--- config.mk ---
export PLATFORM = sky130hd
export DESIGN_NAME = vend_sequencer_flat
export DESIGN_NICKNAME = d
export VERILOG_FILES = /design/src/rtl/vend_sequencer_if.sv /design/src/rtl/vend_sequencer.sv /design/src/flat_wrapper.sv
export SDC_FILE = /design/constraint.sdc
export NUM_CORES = 1
export LEC_CHECK = 0
export CORE_MARGIN = 2
export CORE_UTILIZATION = 57
export CTS_CLUSTER_DIAMETER = 50
export DETAILED_ROUTE_END_ITERATION = 6
export PLACE_DENSITY = 0.93
export SETUP_SLACK_MARGIN = 0.15
export SLEW_MARGIN = 10
export SYNTH_ARGS = -nofsm -noshare
export SYNTH_HDL_FRONTEND = slang
export SYNTH_SLANG_ARGS = --single-unit
export TNS_END_PERCENT = 20
--- constraint.sdc ---
create_clock -name CLK -period 5.2 [get_ports CLK]
set_input_delay 1.04 -clock CLK [delete_from_list [all_inputs] [get_ports CLK]]
set_output_delay 1.04 -clock CLK [all_outputs]
set_load 0.05 [all_outputs]
--- src/rtl/vend_sequencer_if.sv ---
// Handshake bundle between the vending sequencer and its input conditioning / dispenser drivers.
interface vend_sequencer_if;
  logic       ni;
  logic       di;
  logic       qu;
  logic       soda;
  logic       diet;
  logic       giveSoda;
  logic       giveDiet;
  logic       change;
  logic       coin_reject;
  logic       busy;
  logic [3:0] credit;

  modport master (
    output ni, di, qu, soda, diet,
    input  giveSoda, giveDiet, change, coin_reject, busy, credit
  );

  modport slave (
    input  ni, di, qu, soda, diet,
    output giveSoda, giveDiet, change, coin_reject, busy, credit
  );
endinterface

--- src/rtl/vend_sequencer.sv ---
// Vending controller: coin crediting with arbitration, product vend timing and a counted change-pulse train.
//
// state  | meaning
// IDLE   | accepting coins, waiting for a paid selection
// VEND   | give output held for VEND_CYC cycles
// CHG_HI | change pulse high for PULSE_CYC cycles
// CHG_LO | gap after a change pulse for GAP_CYC cycles
module vend_sequencer #(
  parameter int PRICE     = 9,
  parameter int VEND_CYC  = 4,
  parameter int PULSE_CYC = 2,
  parameter int GAP_CYC   = 2
) (
  input logic             CLK,
  input logic             rst,
  vend_sequencer_if.slave bus
);

  localparam int TMAX_A = (VEND_CYC > PULSE_CYC) ? VEND_CYC : PULSE_CYC;
  localparam int TMAX   = (TMAX_A > GAP_CYC) ? TMAX_A : GAP_CYC;
  localparam int TW     = (TMAX > 1) ? $clog2(TMAX) : 1;

  localparam logic [3:0]    PRICE4  = 4'(PRICE);
  localparam logic [TW-1:0] T_VEND  = TW'(VEND_CYC - 1);
  localparam logic [TW-1:0] T_PULSE = TW'(PULSE_CYC - 1);
  localparam logic [TW-1:0] T_GAP   = TW'(GAP_CYC - 1);

  typedef enum logic [1:0] {IDLE, VEND, CHG_HI, CHG_LO} state_t;

  state_t        state, state_d;
  logic [TW-1:0] timer, timer_d;
  logic [3:0]    credit, credit_d;
  logic [3:0]    refund, refund_d;
  logic [3:0]    coin_val;
  logic          sel_soda, sel_soda_d;
  logic          prev_ni, prev_di, prev_qu;
  logic          edge_ni, edge_di, edge_qu;
  logic          any_edge, lost_edge, reject_d;
  logic          give_soda_d, give_diet_d, change_d, busy_d;

  assign edge_ni   = bus.ni & ~prev_ni;
  assign edge_di   = bus.di & ~prev_di;
  assign edge_qu   = bus.qu & ~prev_qu;
  assign any_edge  = edge_ni | edge_di | edge_qu;
  assign lost_edge = (edge_qu & (edge_di | edge_ni)) | (edge_di & edge_ni);
  assign coin_val  = edge_qu ? 4'd5 : edge_di ? 4'd2 : edge_ni ? 4'd1 : 4'd0;

  always_ff @(posedge CLK) begin
    if (rst) begin
      state           <= IDLE;
      timer           <= '0;
      credit          <= 4'd0;
      refund          <= 4'd0;
      sel_soda        <= 1'b0;
      prev_ni         <= bus.ni;
      prev_di         <= bus.di;
      prev_qu         <= bus.qu;
      bus.giveSoda    <= 1'b0;
      bus.giveDiet    <= 1'b0;
      bus.change      <= 1'b0;
      bus.coin_reject <= 1'b0;
      bus.busy        <= 1'b0;
    end else begin
      state           <= state_d;
      timer           <= timer_d;
      credit          <= credit_d;
      refund          <= refund_d;
      sel_soda        <= sel_soda_d;
      prev_ni         <= bus.ni;
      prev_di         <= bus.di;
      prev_qu         <= bus.qu;
      bus.giveSoda    <= give_soda_d;
      bus.giveDiet    <= give_diet_d;
      bus.change      <= change_d;
      bus.coin_reject <= reject_d;
      bus.busy        <= busy_d;
    end
  end

  // Outside IDLE every coin edge is refused; inside IDLE a paid selection outranks any coin.
  always_comb begin
    state_d    = state;
    timer_d    = timer;
    credit_d   = credit;
    refund_d   = refund;
    sel_soda_d = sel_soda;
    reject_d   = any_edge;
    unique case (state)
      IDLE: begin
        if (credit >= PRICE4 && (bus.soda || bus.diet)) begin
          state_d    = VEND;
          timer_d    = T_VEND;
          refund_d   = credit - PRICE4;
          credit_d   = 4'd0;
          sel_soda_d = bus.soda;
        end else if (credit < PRICE4) begin
          credit_d = credit + coin_val;
          reject_d = lost_edge;
        end
      end
      VEND: begin
        if (timer == '0) begin
          if (refund != 4'd0) begin
            state_d = CHG_HI;
            timer_d = T_PULSE;
          end else begin
            state_d = IDLE;
          end
        end else begin
          timer_d = timer - TW'(1);
        end
      end
      CHG_HI: begin
        if (timer == '0) begin
          state_d  = CHG_LO;
          timer_d  = T_GAP;
          refund_d = refund - 4'd1;
        end else begin
          timer_d = timer - TW'(1);
        end
      end
      CHG_LO: begin
        if (timer == '0) begin
          if (refund != 4'd0) begin
            state_d = CHG_HI;
            timer_d = T_PULSE;
          end else begin
            state_d = IDLE;
          end
        end else begin
          timer_d = timer - TW'(1);
        end
      end
      default: state_d = IDLE;
    endcase
  end

  // Outputs decoded from the next state so the registered outputs line up with the state they describe.
  always_comb begin
    give_soda_d = (state_d == VEND) && sel_soda_d;
    give_diet_d = (state_d == VEND) && !sel_soda_d;
    change_d    = (state_d == CHG_HI);
    busy_d      = (state_d != IDLE);
  end

  assign bus.credit = credit;

endmodule

--- src/flat_wrapper.sv ---
// flat-port wrapper written by rule: the top's interface ports become plain ports
module vend_sequencer_flat 
#(
  parameter int PRICE     = 9,
  parameter int VEND_CYC  = 4,
  parameter int PULSE_CYC = 2,
  parameter int GAP_CYC   = 2
)
  (CLK, rst, bus_ni, bus_di, bus_qu, bus_soda, bus_diet, bus_giveSoda, bus_giveDiet, bus_change, bus_coin_reject, bus_busy, bus_credit);
  vend_sequencer_if bus_i ();
  input logic CLK;
  input logic rst;
  input wire logic [$bits(bus_i.ni)-1:0] bus_ni;
  input wire logic [$bits(bus_i.di)-1:0] bus_di;
  input wire logic [$bits(bus_i.qu)-1:0] bus_qu;
  input wire logic [$bits(bus_i.soda)-1:0] bus_soda;
  input wire logic [$bits(bus_i.diet)-1:0] bus_diet;
  output wire logic [$bits(bus_i.giveSoda)-1:0] bus_giveSoda;
  output wire logic [$bits(bus_i.giveDiet)-1:0] bus_giveDiet;
  output wire logic [$bits(bus_i.change)-1:0] bus_change;
  output wire logic [$bits(bus_i.coin_reject)-1:0] bus_coin_reject;
  output wire logic [$bits(bus_i.busy)-1:0] bus_busy;
  output wire logic [$bits(bus_i.credit)-1:0] bus_credit;
  assign bus_i.ni = bus_ni;
  assign bus_i.di = bus_di;
  assign bus_i.qu = bus_qu;
  assign bus_i.soda = bus_soda;
  assign bus_i.diet = bus_diet;
  assign bus_giveSoda = bus_i.giveSoda;
  assign bus_giveDiet = bus_i.giveDiet;
  assign bus_change = bus_i.change;
  assign bus_coin_reject = bus_i.coin_reject;
  assign bus_busy = bus_i.busy;
  assign bus_credit = bus_i.credit;
  vend_sequencer #(.PRICE(PRICE), .VEND_CYC(VEND_CYC), .PULSE_CYC(PULSE_CYC), .GAP_CYC(GAP_CYC)) u_core (.CLK(CLK), .rst(rst), .bus(bus_i));
endmodule
After elaboration in Yosys (flattened, before gate mapping)
Index checks and enable logic that the tools add are counted.
{"block": "totals", "input_bits": 7, "out_inout_bits": 9, "elab_cells": 76, "ff_bits": 21}
{"block": "op_classes", "n_bitwise": 11, "mux": 23, "n_reduce_logical": 15, "n_lt_le_gt_ge": 2, "n_eq_ne": 8, "add_sub_neg": 4}
{"op": "4-bit two-way mux", "count": 6}
{"op": "2-bit two-way mux", "count": 8}
{"op": "2-bit one-hot mux with 3 select lines", "count": 2}
{"op": "4-bit one-hot mux with 2 select lines", "count": 1}
{"op": "2-bit equality test, second input constant", "count": 3}
{"op": "1-bit two-way mux", "count": 6}
{"op": "2-bit nonzero test", "count": 3}
{"op": "1-bit bitwise AND", "count": 5}
{"op": "4-bit adder", "count": 1}
{"op": "2-bit by 1-bit equality test with 1-bit output, second input constant", "count": 2}
{"op": "4-bit >= comparator, second input constant", "count": 1}
{"op": "2-bit logical NOT", "count": 2}
{"op": "4-bit less-than comparator, second input constant", "count": 1}
{"op": "2-bit by 1-bit != test with 1-bit output, second input constant", "count": 2}
{"op": "2-bit AND reduction", "count": 2}
{"op": "4-bit nonzero test", "count": 1}
{"op": "4-bit by 1-bit subtractor with 4-bit output, second input constant", "count": 1}
{"op": "4-bit subtractor, second input constant", "count": 1}
{"op": "1-bit logical AND", "count": 3}
{"op": "3-bit != test, second input constant", "count": 1}
{"op": "1-bit NOT", "count": 3}
{"op": "1-bit bitwise OR", "count": 3}
{"op": "3-bit AND reduction", "count": 1}
{"op": "2-bit OR reduction", "count": 1}
{"op": "3 further kinds", "count": 3}

Longest topological paths before layout
{"block": "depth", "ltp_word": 8, "mapped_depth": 8, "depth_no_buf": 8}

Worst setup path before layout
OpenSTA, ideal clock, no wires.
{"block": "synth_timing", "path_type": "input to register", "start": "in bus_qu", "end": "reg u_core.credit[3] (netlist: u_core.bus.credit[3])", "cell_stages": 7, "t_required_ns": 5.070, "path_buffers": 0, "setup_slack_ns": 2.815, "t_arrival_ns": 2.255, "setup_ns": 0.130, "cell_sequence": "nand2b_1 -> inv_1 -> ha_1 -> or3b_1 -> o2bb2ai_1 -> mux2i_1 -> nor3b_2"}
{"block": "synth_via", "elab_chain_cells": 5}
{"element": "from (decl)", "line": "flat_wrapper.sv:15", "source": "input wire logic [$bits(bus_i.qu)-1:0] bus_qu;"}
{"element": "1-bit bitwise AND", "line": "vend_sequencer.sv:43", "source": "assign edge_qu = bus.qu & ~prev_qu;"}
{"element": "4-bit two-way mux", "line": "vend_sequencer.sv:46", "source": "assign coin_val = edge_qu ? 4'd5 : edge_di ? 4'd2 : edge_ni ? 4'd1 : 4'd0;"}
{"element": "4-bit adder", "line": "vend_sequencer.sv:97", "source": "credit_d = credit + coin_val;"}
{"element": "4-bit two-way mux", "line": "vend_sequencer.sv:96", "source": "end else if (credit < PRICE4) begin"}
{"element": "4-bit two-way mux", "line": "vend_sequencer.sv:90", "source": "if (credit >= PRICE4 && (bus.soda || bus.diet)) begin"}
{"element": "to (signal assigned)", "line": "vend_sequencer.sv:66", "source": "credit <= credit_d;"}
{"element": "to (decl)", "line": "vend_sequencer.sv:32", "source": "logic [3:0] credit, credit_d;"}
Every way passes these cells. The select of a mux whose other input is x is not followed.
A chain may end at the register's enable or synchronous reset.

Final worst setup path
{"block": "layout_timing", "start": "reg u_core.credit[3] (netlist: u_core.bus.credit[3])", "end": "out bus_credit[3]"}
{"element": "to (decl)", "line": "flat_wrapper.sv:23", "source": "output wire logic [$bits(bus_i.credit)-1:0] bus_credit;"}
No word-level cell between the ends.

==> results.json <==
{
  "drtIter0Drc": 18,
  "gr-total-overflow": 0,
  "via_per_inst": 6.02,
  "cts_hold_buf": 0,
  "netlist_area_mm2": 0.00115,
  "tritoncts": "built",
  "cts_resized": 0,
  "async_reset_ff_frac": 0,
  "vias": 993,
  "min_path_cells": 2,
  "cp_top_family": "buffers and inverters",
  "critical_path.endpoint_type": "primary output",
  "synth_seq_cells": 21,
  "ios": 16,
  "gr-usage-met3": 0.0460,
  "grt_usage": 0.205,
  "crit_type": "reg -> out",
  "avgRoutedWirePerCell_um": 14.0,
  "synth_fp_nets": 137,
  "dieWidth_um": 48.9,
  "multi_input_area_um2": 668,
  "final_max_slew_viol_count": 0,
  "p_comb_frac": 0.337,
  "grt_pass1_wl_um": 3850,
  "gp_congestion": 0.868,
  "slew_headroom": 0.613,
  "grtUsageMet1": 0.248,
  "postCtsSetupRepairBufs": 0,
  "fin_tns_setup_ns": 0,
  "first_pass_iters": 4,
  "grt_use_met2": 0.356,
  "p_leak_nw": 0.508,
  "insertion_delay_ns": 0.30,
  "path_clk_slew_ns": 0.12,
  "path_cells": "clkdlybuf4s50_1",
  "worst-endpoint-arrival_ns": 1.72,
  "seqCellArea_um2": 420,
  "cts_buffers": 3,
  "p_sw_frac": 0.356,
  "ant_nets": 0,
  "finalClockSkew_ns": 0.00295,
  "remaining_drc_errors": 0,
  "hold_path_class": "reg -> reg",
  "post-place-cells": 161,
  "die_h_um": 48.9,
  "fin_cells": 165,
  "dieArea_mm2": 0.00239,
  "netSwitchingPower_uw": 144,
  "reg2reg_depth": 6,
  "min_period_over_period": 0.531,
  "synth-edff-count": 0,
  "drt_wl_total_um": 2310,
  "cap_viol_max_count": 0,
  "fill_cells": 158,
  "r2r_slack_ns": 3.29,
  "ir_worst_vdd_mv": 0.213,
  "synth_ff_type": "dfxtp_1",
  "syn_area_per_cell_um2": 9.35,
  "cp.buffers_inverters": 1,
  "syn_inst": 123,
  "rows": 16,
  "portBuffers": 15,
  "ys_warn_count": 0,
  "top_usage_layer": "met2",
  "seq_power_share": 0.466,
  "clock_path_buffers": 2,
  "layout-drive-gt1-share": 0.109,
  "crit_fanout": 11,
  "hpwl_um": 1760,
  "hold_viol": 0,
  "critPathRequiredTime_ns": 4.16,
  "setup_slack_ns": 2.44,
  "status": "finished, final reports clean",
  "pre_cts_slack_ns": 2.27,
  "grt_start_max_net_pins": 16,
  "ys_seq_area_frac": 0.366,
  "cts_sinks": 21,
  "antenna_found_initial": 0,
  "diodes": 0,
  "rsz0062_at_grt": "no",
  "clockPowerShare": 0.197,
  "ys_types": 46,
  "area_delta_synth_final_pct": 15.9,
  "fin_nets": 153,
  "start_util": 0.598,
  "finalSetupViolCount": 0,
  "p_per_area_mw_per_mm2": 303,
  "fmax_ghz": 0.362,
  "p_int_uw": 260,
  "tightestPinTransition_ns": 0.578,
  "critical_path.slowest_cell": "clkdlybuf4s50_1",
  "cp.depth": 1,
  "cp-start-kind": "register",
  "clockRootBuffer": "clkbuf_4",
  "core_mm2": 0.00192,
  "grt_pass1_vias": 905,
  "h-tree-depth": 1,
  "layout_min_cycle_time_ns": 2.76,
  "cpPeakStageDelay_ns": 0.87
}
==> layout by cell type (no fill, tap or decap), drive strengths merged <==
cell type	instances
clkbuf	4
mux2i	3
ha	6
nand2	7
o21ai	6
nand3b	1
a31o	1
a211oi	2
a32oi	1
a2111oi	1
clkdlybuf4s50	15
fa	1
or2	2
nor3	5
nand2b	4
o2bb2ai	1
maj3	1
xor2	1
nor3b	4
a22o	3
o31ai	1
nor2	8
a31oi	2
a32o	2
nor4b	1
xnor2	1
a21oi	10
o31a	1
inv	9
o21a	2
nor4	1
or4b	1
nor2b	4
nand4	1
and3	1
dfxtp	21
or3b	3
==> worst paths after layout <==
path / end / from
worst max-delay path: bus_credit[3] / u_core.bus.credit[3]
worst min-delay path: u_core.refund[1] / u_core.refund[1]
worst max register to register: u_core.bus.credit[1] / u_core.bus.credit[0]
worst min register to register: u_core.refund[1] / u_core.refund[1]
==> metrics by stage <==
step	cell area [µm²]	hold slack [ns]	util	power, mW
6_report	1330	0.492	0.693	0.404
5_1_grt	1330	0.522	0.693	0.423
4_1_cts	1330	0.497	0.693	0.404
3_5_place_dp	1310	0.477	0.680	0.326
3_3_place_gp	1310	0.473	0.680	0.323
2_1_floorplan	1150	0.454	-	0.290
==> per-layer routing <==
metal / vias to the layer above / wire [µm]
met2: 46 / 1170
met1: 467 / 989
li1: 478 / -
met4: 0 / 12
met5: - / 0
met3: 2 / 134
==> cells in the mapped netlist, types with 2 or more instances <==
library cell	instances	area [µm²]
dfxtp_1	21	420
nand2b_1	4	25.0
nor2b_1	3	18.8
a21oi_1	9	45.0
ha_1	6	75.1
a32o_1	2	20.0
mux2i_1	3	30.0
nand2_1	7	26.3
a22o_1	3	26.3
nor3_1	5	25.0
inv_1	9	33.8
nor2_1	7	26.3
a211oi_1	2	15.0
nor3b_1	3	22.5
o21ai_0	6	30.0
or2_2	2	12.5
o21a_1	2	15.0
==> cell type report <==
cell class,count,area share
clock buffer,4,0.0197
multi-input combinational,89,0.501
tap,27,0.0254
sequential,21,0.315
inverter,9,0.0254
timing repair buffer,15,0.113
==> power groups by stage <==
stage | logic (mW) | clock network (mW) | registers [mW]
final | 0.136 | 0.0795 | 0.188
after floorplan | 0.0810 | 0 | 0.208
after detailed placement | 0.134 | 0 | 0.192
after CTS | 0.136 | 0.0799 | 0.188
after global placement | 0.132 | 0 | 0.191
after global routing | 0.148 | 0.0844 | 0.191
==> state kept, by name, summed over array words and instances (netlist names), 2 cells and up <==
signal,cells
u_core.bus.credit,4
u_core.refund,4
u_core.state,2
u_core.timer,2
==> cell families (layout without fill, tap and decap cells) <==
kind of cell | count (synthesis) | in the layout | synth area share
XOR/XNOR | 2 | 2 | 0.0152
AO/OA/AOI/OAI | 33 | 33 | 0.208
AND/OR/NAND/NOR | 43 | 43 | 0.240
multiplexers | 3 | 3 | 0.0261
flip-flops | 21 | 21 | 0.366
buffers and inverters | 13 | 28 | 0.0533
adder cells (fa/ha/maj) | 8 | 8 | 0.0914
No activity file was read; power rests on OpenSTA's default activity.
